==> src/rtl/conv_ctrl_seq.sv <==
// conv_ctrl_seq: APB-programmed layer sequencer stepping LOAD_F/LOAD_B/COMPUTE/SEND per output-channel group.
// Optional feature macro CONV_CTRL_IRQ_EN adds the IRQ_EN register and the level interrupt.
module conv_ctrl_seq #(
   parameter int unsigned DATA_W  = 32,
   parameter int unsigned CH_W    = 12,
   parameter int unsigned FLEN_W  = 16,
   parameter int unsigned OCH_PAR = 8
) (
   input  logic              CLK,
   input  logic              RESETN,
   input  logic [15:0]       PADDR,
   input  logic              PSEL,
   input  logic              PENABLE,
   input  logic              PWRITE,
   input  logic [DATA_W-1:0] PWDATA,
   output logic [DATA_W-1:0] PRDATA,
   output logic              PREADY,
   output logic              PSLVERR,
   output logic [2:0]        command,
   output logic [CH_W-1:0]   grp_idx,
   output logic [CH_W-1:0]   num_inch,
   output logic [CH_W-1:0]   num_outch,
   output logic [FLEN_W-1:0] flen,
   output logic              conv_start,
   output logic              conv_done,
   input  logic              f_writedone,
   input  logic              b_writedone,
   input  logic              rdy_to_send,
   input  logic              send_done,
   output logic              irq
);
   localparam logic [15:0] A_CTRL      = 16'h0000;
   localparam logic [15:0] A_STATUS    = 16'h0004;
   localparam logic [15:0] A_NUM_INCH  = 16'h0008;
   localparam logic [15:0] A_NUM_OUTCH = 16'h000C;
   localparam logic [15:0] A_FLEN      = 16'h0010;
   localparam logic [15:0] A_CYCLES    = 16'h0014;
   localparam logic [15:0] A_IRQ_EN    = 16'h0018;
   localparam logic [CH_W-1:0] OCH_PAR_W = CH_W'(OCH_PAR);

   typedef enum logic [2:0] {
      ST_IDLE    = 3'd0,
      ST_LOAD_F  = 3'd1,
      ST_LOAD_B  = 3'd2,
      ST_COMPUTE = 3'd3,
      ST_SEND    = 3'd4
   } state_t;

   state_t              state, state_nxt;
   logic [CH_W-1:0]     grp_nxt;
   logic [CH_W-1:0]     last_grp;
   logic                start_nxt, done_nxt;
   logic                sts_done, sts_err, sts_aborted;
   logic [DATA_W-1:0]   cycles;
   logic                busy;
   logic                addr_ok, cfg_sel;
   logic                wr_ok, ctrl_wr, sts_wr;
   logic                start_req, abort_acc, cfg_ok, start_acc, start_err;
   logic                unused_pwdata;

   assign busy    = (state != ST_IDLE);
   assign command = state;
   assign PREADY  = 1'b1;

   // Address decode; config registers are the ones locked while a layer runs
   always_comb begin
      addr_ok = 1'b0;
      cfg_sel = 1'b0;
      case (PADDR)
         A_CTRL, A_STATUS, A_CYCLES, A_IRQ_EN: addr_ok = 1'b1;
         A_NUM_INCH, A_NUM_OUTCH, A_FLEN: begin
            addr_ok = 1'b1;
            cfg_sel = 1'b1;
         end
         default: ;
      endcase
   end

   assign PSLVERR   = PSEL & PENABLE & (~addr_ok | (PWRITE & cfg_sel & busy));
   assign wr_ok     = PSEL & PENABLE & PWRITE & ~PSLVERR;
   assign ctrl_wr   = wr_ok & (PADDR == A_CTRL);
   assign sts_wr    = wr_ok & (PADDR == A_STATUS);
   assign start_req = ctrl_wr & PWDATA[0] & ~PWDATA[1];
   assign abort_acc = ctrl_wr & PWDATA[1] & busy;
   assign cfg_ok    = (num_inch != '0) & (num_outch != '0) & (flen != '0);
   assign start_acc = start_req & ~busy & cfg_ok;
   assign start_err = start_req & ~busy & ~cfg_ok;

   assign unused_pwdata = ^PWDATA;

   // Next-state: abort overrides any phase pulse sampled in the same cycle
   always_comb begin
      state_nxt = state;
      grp_nxt   = grp_idx;
      start_nxt = 1'b0;
      done_nxt  = 1'b0;
      if (abort_acc) begin
         state_nxt = ST_IDLE;
      end else begin
         case (state)
            ST_IDLE: begin
               if (start_acc) begin
                  state_nxt = ST_LOAD_F;
                  grp_nxt   = '0;
                  start_nxt = 1'b1;
               end
            end
            ST_LOAD_F:  if (f_writedone) state_nxt = ST_LOAD_B;
            ST_LOAD_B:  if (b_writedone) state_nxt = ST_COMPUTE;
            ST_COMPUTE: if (rdy_to_send) state_nxt = ST_SEND;
            ST_SEND: begin
               if (send_done) begin
                  if (grp_idx == last_grp) begin
                     state_nxt = ST_IDLE;
                     done_nxt  = 1'b1;
                  end else begin
                     state_nxt = ST_LOAD_F;
                     grp_nxt   = grp_idx + CH_W'(1);
                  end
               end
            end
            default: state_nxt = ST_IDLE;
         endcase
      end
   end

   always_ff @(posedge CLK or negedge RESETN) begin
      if (!RESETN) begin
         state      <= ST_IDLE;
         grp_idx    <= '0;
         last_grp   <= '0;
         conv_start <= 1'b0;
         conv_done  <= 1'b0;
      end else begin
         state      <= state_nxt;
         grp_idx    <= grp_nxt;
         conv_start <= start_nxt;
         conv_done  <= done_nxt;
         // ceil(n/P)-1 == floor((n-1)/P) for n >= 1, which start_acc guarantees
         if (start_acc) last_grp <= (num_outch - CH_W'(1)) / OCH_PAR_W;
      end
   end

   // Config, sticky status (sets win over same-cycle W1C) and busy-cycle counter
   always_ff @(posedge CLK or negedge RESETN) begin
      if (!RESETN) begin
         num_inch    <= '0;
         num_outch   <= '0;
         flen        <= '0;
         sts_done    <= 1'b0;
         sts_err     <= 1'b0;
         sts_aborted <= 1'b0;
         cycles      <= '0;
      end else begin
         if (wr_ok && PADDR == A_NUM_INCH)  num_inch  <= PWDATA[CH_W-1:0];
         if (wr_ok && PADDR == A_NUM_OUTCH) num_outch <= PWDATA[CH_W-1:0];
         if (wr_ok && PADDR == A_FLEN)      flen      <= PWDATA[FLEN_W-1:0];
         if (sts_wr) begin
            if (PWDATA[1]) sts_done    <= 1'b0;
            if (PWDATA[2]) sts_err     <= 1'b0;
            if (PWDATA[3]) sts_aborted <= 1'b0;
         end
         if (start_acc) begin
            sts_done    <= 1'b0;
            sts_err     <= 1'b0;
            sts_aborted <= 1'b0;
         end
         if (start_err) sts_err     <= 1'b1;
         if (done_nxt)  sts_done    <= 1'b1;
         if (abort_acc) sts_aborted <= 1'b1;
         if (start_acc)                  cycles <= '0;
         else if (busy && cycles != '1)  cycles <= cycles + DATA_W'(1);
      end
   end

`ifdef CONV_CTRL_IRQ_EN
   logic irq_en;

   always_ff @(posedge CLK or negedge RESETN) begin
      if (!RESETN)                          irq_en <= 1'b0;
      else if (wr_ok && PADDR == A_IRQ_EN)  irq_en <= PWDATA[0];
   end

   assign irq = irq_en & (sts_done | sts_err | sts_aborted);
`else
   assign irq = 1'b0;
`endif

   // Zero-wait read mux, driven only during read transfers
   always_comb begin
      PRDATA = '0;
      if (PSEL && !PWRITE) begin
         case (PADDR)
            A_STATUS:    PRDATA = DATA_W'({command, sts_aborted, sts_err, sts_done, busy});
            A_NUM_INCH:  PRDATA = DATA_W'(num_inch);
            A_NUM_OUTCH: PRDATA = DATA_W'(num_outch);
            A_FLEN:      PRDATA = DATA_W'(flen);
            A_CYCLES:    PRDATA = cycles;
`ifdef CONV_CTRL_IRQ_EN
            A_IRQ_EN:    PRDATA = DATA_W'(irq_en);
`endif
            default:     PRDATA = '0;
         endcase
      end
   end

endmodule

==> config.mk <==
export PLATFORM = sky130hd
export DESIGN_NAME = conv_ctrl_seq
export DESIGN_NICKNAME = d
export VERILOG_FILES = /design/src/rtl/conv_ctrl_seq.sv
export SDC_FILE = /design/constraint.sdc
export NUM_CORES = 1
export LEC_CHECK = 0
export ABC_CLOCK_PERIOD_IN_PS = 8100
export CORE_ASPECT_RATIO = 1.25
export CORE_MARGIN = 8
export CORE_UTILIZATION = 53
export DETAILED_ROUTE_END_ITERATION = 6
export GPL_TIMING_DRIVEN = 0
export PLACE_DENSITY_LB_ADDON = 0.25
export SLEW_MARGIN = 5
export SYNTH_ARGS = -nofsm -noshare
export SYNTH_HDL_FRONTEND = slang
export SYNTH_SLANG_ARGS = --single-unit
==> constraint.sdc <==
create_clock -name CLK -period 8.1 [get_ports CLK]
set_input_delay 1.62 -clock CLK [delete_from_list [all_inputs] [get_ports CLK]]
set_output_delay 1.62 -clock CLK [all_outputs]
set_load 0.005 [all_outputs]
==> flow_summary.toml <==
[logic_synthesis]
yosys-top-cells-area = "dfrtp_1 45%, mux2_2 11%, nor2_1 5.0%"
synthDistinctLibCells = 52
yosysTopAreaCell = "dfrtp_1"
yosys-top-cells-count = "101 x dfrtp_1, 75 x nor2_1, 54 x mux2_2, 30 x nand2_1, 28 x nand3_1"
yosysSeqAreaShare_pct = 45.2
synth_top_area_share_pct = 45.2
synth_area_per_cell_um2 = 10.0
ys.warnings.count = 0
async_reset_ff_share_pct = 100
synth_edf_count = 0
syn_nets = 617
synth.cell_area_mm2 = 0.00559
synthCells = 558
synth.most_common_cell = "dfrtp_1"
synth_top_flop_cell = "dfrtp_1"
ys_seq_elements = 101

[critical_path]
crit_path_end_kind = "output port"
crit_path_start_kind = "input port"
cp_data_arrival_time_ns = 4.63
slowest_stage = "clkdlybuf4s50_1"
slowest_delay_ns = 0.49
cp_cell_sequence = "clkdlybuf4s50_1 -> nor4_1 -> nand4_2 -> nor2_1 -> and2_1 -> clkbuf_1 -> and3_1 -> clkbuf_1 -> and2_1 -> clkdlybuf4s50_1"
worst_ep_required_time_ns = 6.48
critPathMaxFanout = 10
path_class = "input port to output port"

[detailed_routing]
vias = 4953
routed_wl_um = 16200
drt-initial-drc-count = 351
firstDrtPassIters = 5
drcViolationCount = 0
ant_nets = 0
wire_per_inst_um = 19.3
via_per_inst = 5.92

[clock_network]
tritoncts.num_buffers = 9
clk_pin_slew_ns = 0.07
cts_hold_buf = 0
htree_levels = 3
cts_resized = 0
cts_tree = "built"
clockRootBuffer = "clkbuf_16"
post-cts-setup-buffers = 0
clockBufferDepth = 2
clk_latency_ns = 0.34
cts.sinks = 101

[placement]
placedCellCount = 821
portBuffers = 130
place_area_mm2 = 0.00707
gp_congestion = 0.915
dp_hpwl_um = 12200

[global_routing]
grt_pass1_vias = 4998
track_usage_pct = 23.2
grt_pass1_wl_um = 25800
antenna_found_initial = 0
grt_start_max_net_pins = 59
gr-total-overflow = 0

[sta]
fin_crit_sh_pct = 77.2
slew_headroom_pct = 50.9
finalSetupTns_ns = 0
fin_crit_ns = 6.25
rsz0062_at_grt = "false"
max_freq_mhz = 160
hold_viol = 0
fin_skew_ns = 0.00776
worstMarginPinSlew_ns = 0.737
setup_violations = 0
slew_viol_final = 0

[floorplan]
die_w_um = 108
core_area_mm2 = 0.0105
die_h_um = 131
io_pins = 149
num_rows = 42
dieArea_mm2 = 0.0141
start_util_pct = 53.4

[cells_and_area]
layout-drive-gt1-share_pct = 12.8
fin_cells = 836
nets = 759
n_fill_cell = 823
seqCellArea_mm2 = 0.00253
fin_area_mm2 = 0.00738
area_delta_synth_final_pct = 32.0
multi_input_comb_area_mm2 = 0.00291
diodes = 0

[power_and_ir_drop]
p_leak_nw = 3.18
cellPowerDensity_mw_per_mm2 = 156
ir_drop_uv = 107

[min_path]
hold_class = "flop to flop"

[run_status]
status = "finished clean"

[flow_run]
maxCapViolations = 0
-- cell type report --
type,count,share of cell area [%]
multi-input combinational,422,39.5
sequential,101,34.3
clock buffer,11,3.15
timing repair buffer,131,17.9
buffer,28,1.63
inverter,7,0.356
clock inverter,4,1.00
tap,132,2.24
-- flip-flops by register name, summed over array words and instances, names as in the netlist --
name	cells
sts_aborted	1
num_inch	12
flen	16
last_grp	9
sts_err	1
conv_done	1
sts_done	1
num_outch	12
conv_start	1
grp_idx	12
command	3
cycles	32
-- placed cells by master, fill, tap and decap left out, types with 9 or more instances in the layout --
| cell | Yosys | final |
|---|---|---|
| nand2_1 | 30 | 30 |
| nor2_1 | 75 | 75 |
| xnor2_1 | 19 | 19 |
| and2_1 | 20 | 20 |
| nor3_1 | 15 | 15 |
| nor4_1 | 11 | 11 |
| nand3_1 | 28 | 28 |
| clkbuf_1 | 19 | 21 |
| o21ai_0 | 10 | 10 |
| mux2_2 | 54 | 54 |
| nand4_1 | 14 | 14 |
| clkdlybuf4s50_1 | 0 | 129 |
| a222oi_1 | 12 | 12 |
| xor2_1 | 20 | 20 |
| clkbuf_16 | 0 | 9 |
| a31oi_1 | 13 | 13 |
| dfrtp_1 | 101 | 101 |
| a21oi_1 | 18 | 18 |
| a22o_1 | 9 | 9 |
| and3_1 | 14 | 14 |
-- final timing paths --
path	startpoint	end	slack, ns	depth (start not counted)
min in group asynchronous	RESETN	flen[14]$_DFFE_PN0P_	1.34	1
setup reg to reg	command[1]$_DFFE_PN0P_	grp_idx[7]$_DFFE_PN0P_	5.44	7
max in group asynchronous	RESETN	grp_idx[5]$_DFFE_PN0P_	6.07	2
setup / recovery	PADDR[9]	PRDATA[21]	1.85	10
hold / removal	sts_err$_DFFE_PN0P_	sts_err$_DFFE_PN0P_	0.52	2
hold reg to reg	sts_err$_DFFE_PN0P_	sts_err$_DFFE_PN0P_	0.52	2
-- per-stage QoR --
stage	hold slack, ns	power, mW	utilization (%)	setup slack, ns
final	0.521	1.15	70.6	1.85
after global routing	0.550	1.19	70.6	1.57
after CTS	0.526	1.16	70.6	1.81
after detailed placement	0.513	0.704	67.6	1.83
after global placement	0.489	0.698	67.5	1.71
after floorplan	0.469	0.624	-	3.25
-- layer usage --
metal | vias to the layer above | wire (µm) | part of all wire [%] | global-route usage (%)
li1 | 2311 | - | - | -
met1 | 2431 | 6550 | 41 | 27.5
met2 | 195 | 8300 | 51 | 41.1
met3 | 16 | 1090 | 6.8 | 4.37
met5 | - | 0 | 0 | 0
met4 | 0 | 221 | 1.4 | 7.77
-- kinds of logic after synthesis --
| kind of cell | Yosys count | synth area share (%) |
|---|---|---|
| other | 2 | 0.134 |
| buffers and inverters | 35 | 2.62 |
| AND/OR/NAND/NOR | 241 | 23.4 |
| AO/OA/AOI/OAI | 77 | 9.96 |
| adder cells (fa/ha/maj) | 2 | 0.448 |
| multiplexers | 61 | 12.1 |
| flip-flops | 101 | 45.2 |
| XOR/XNOR | 39 | 6.11 |
-- worst max-delay path, delay by kind of cell --
family	cells	cell delay, ns
buffers and inverters	4	1.46
AND/OR/NAND/NOR	6	1.55
-- power by group --
part / switching (mW) / internal [mW] / total, mW
Combinational: 0.102 / 0.0741 / 0.176
Sequential: 0.00650 / 0.513 / 0.519
Clock: 0.185 / 0.269 / 0.455
Total: 0.294 / 0.856 / 1.15
Power figures use the tool's default switching activity.
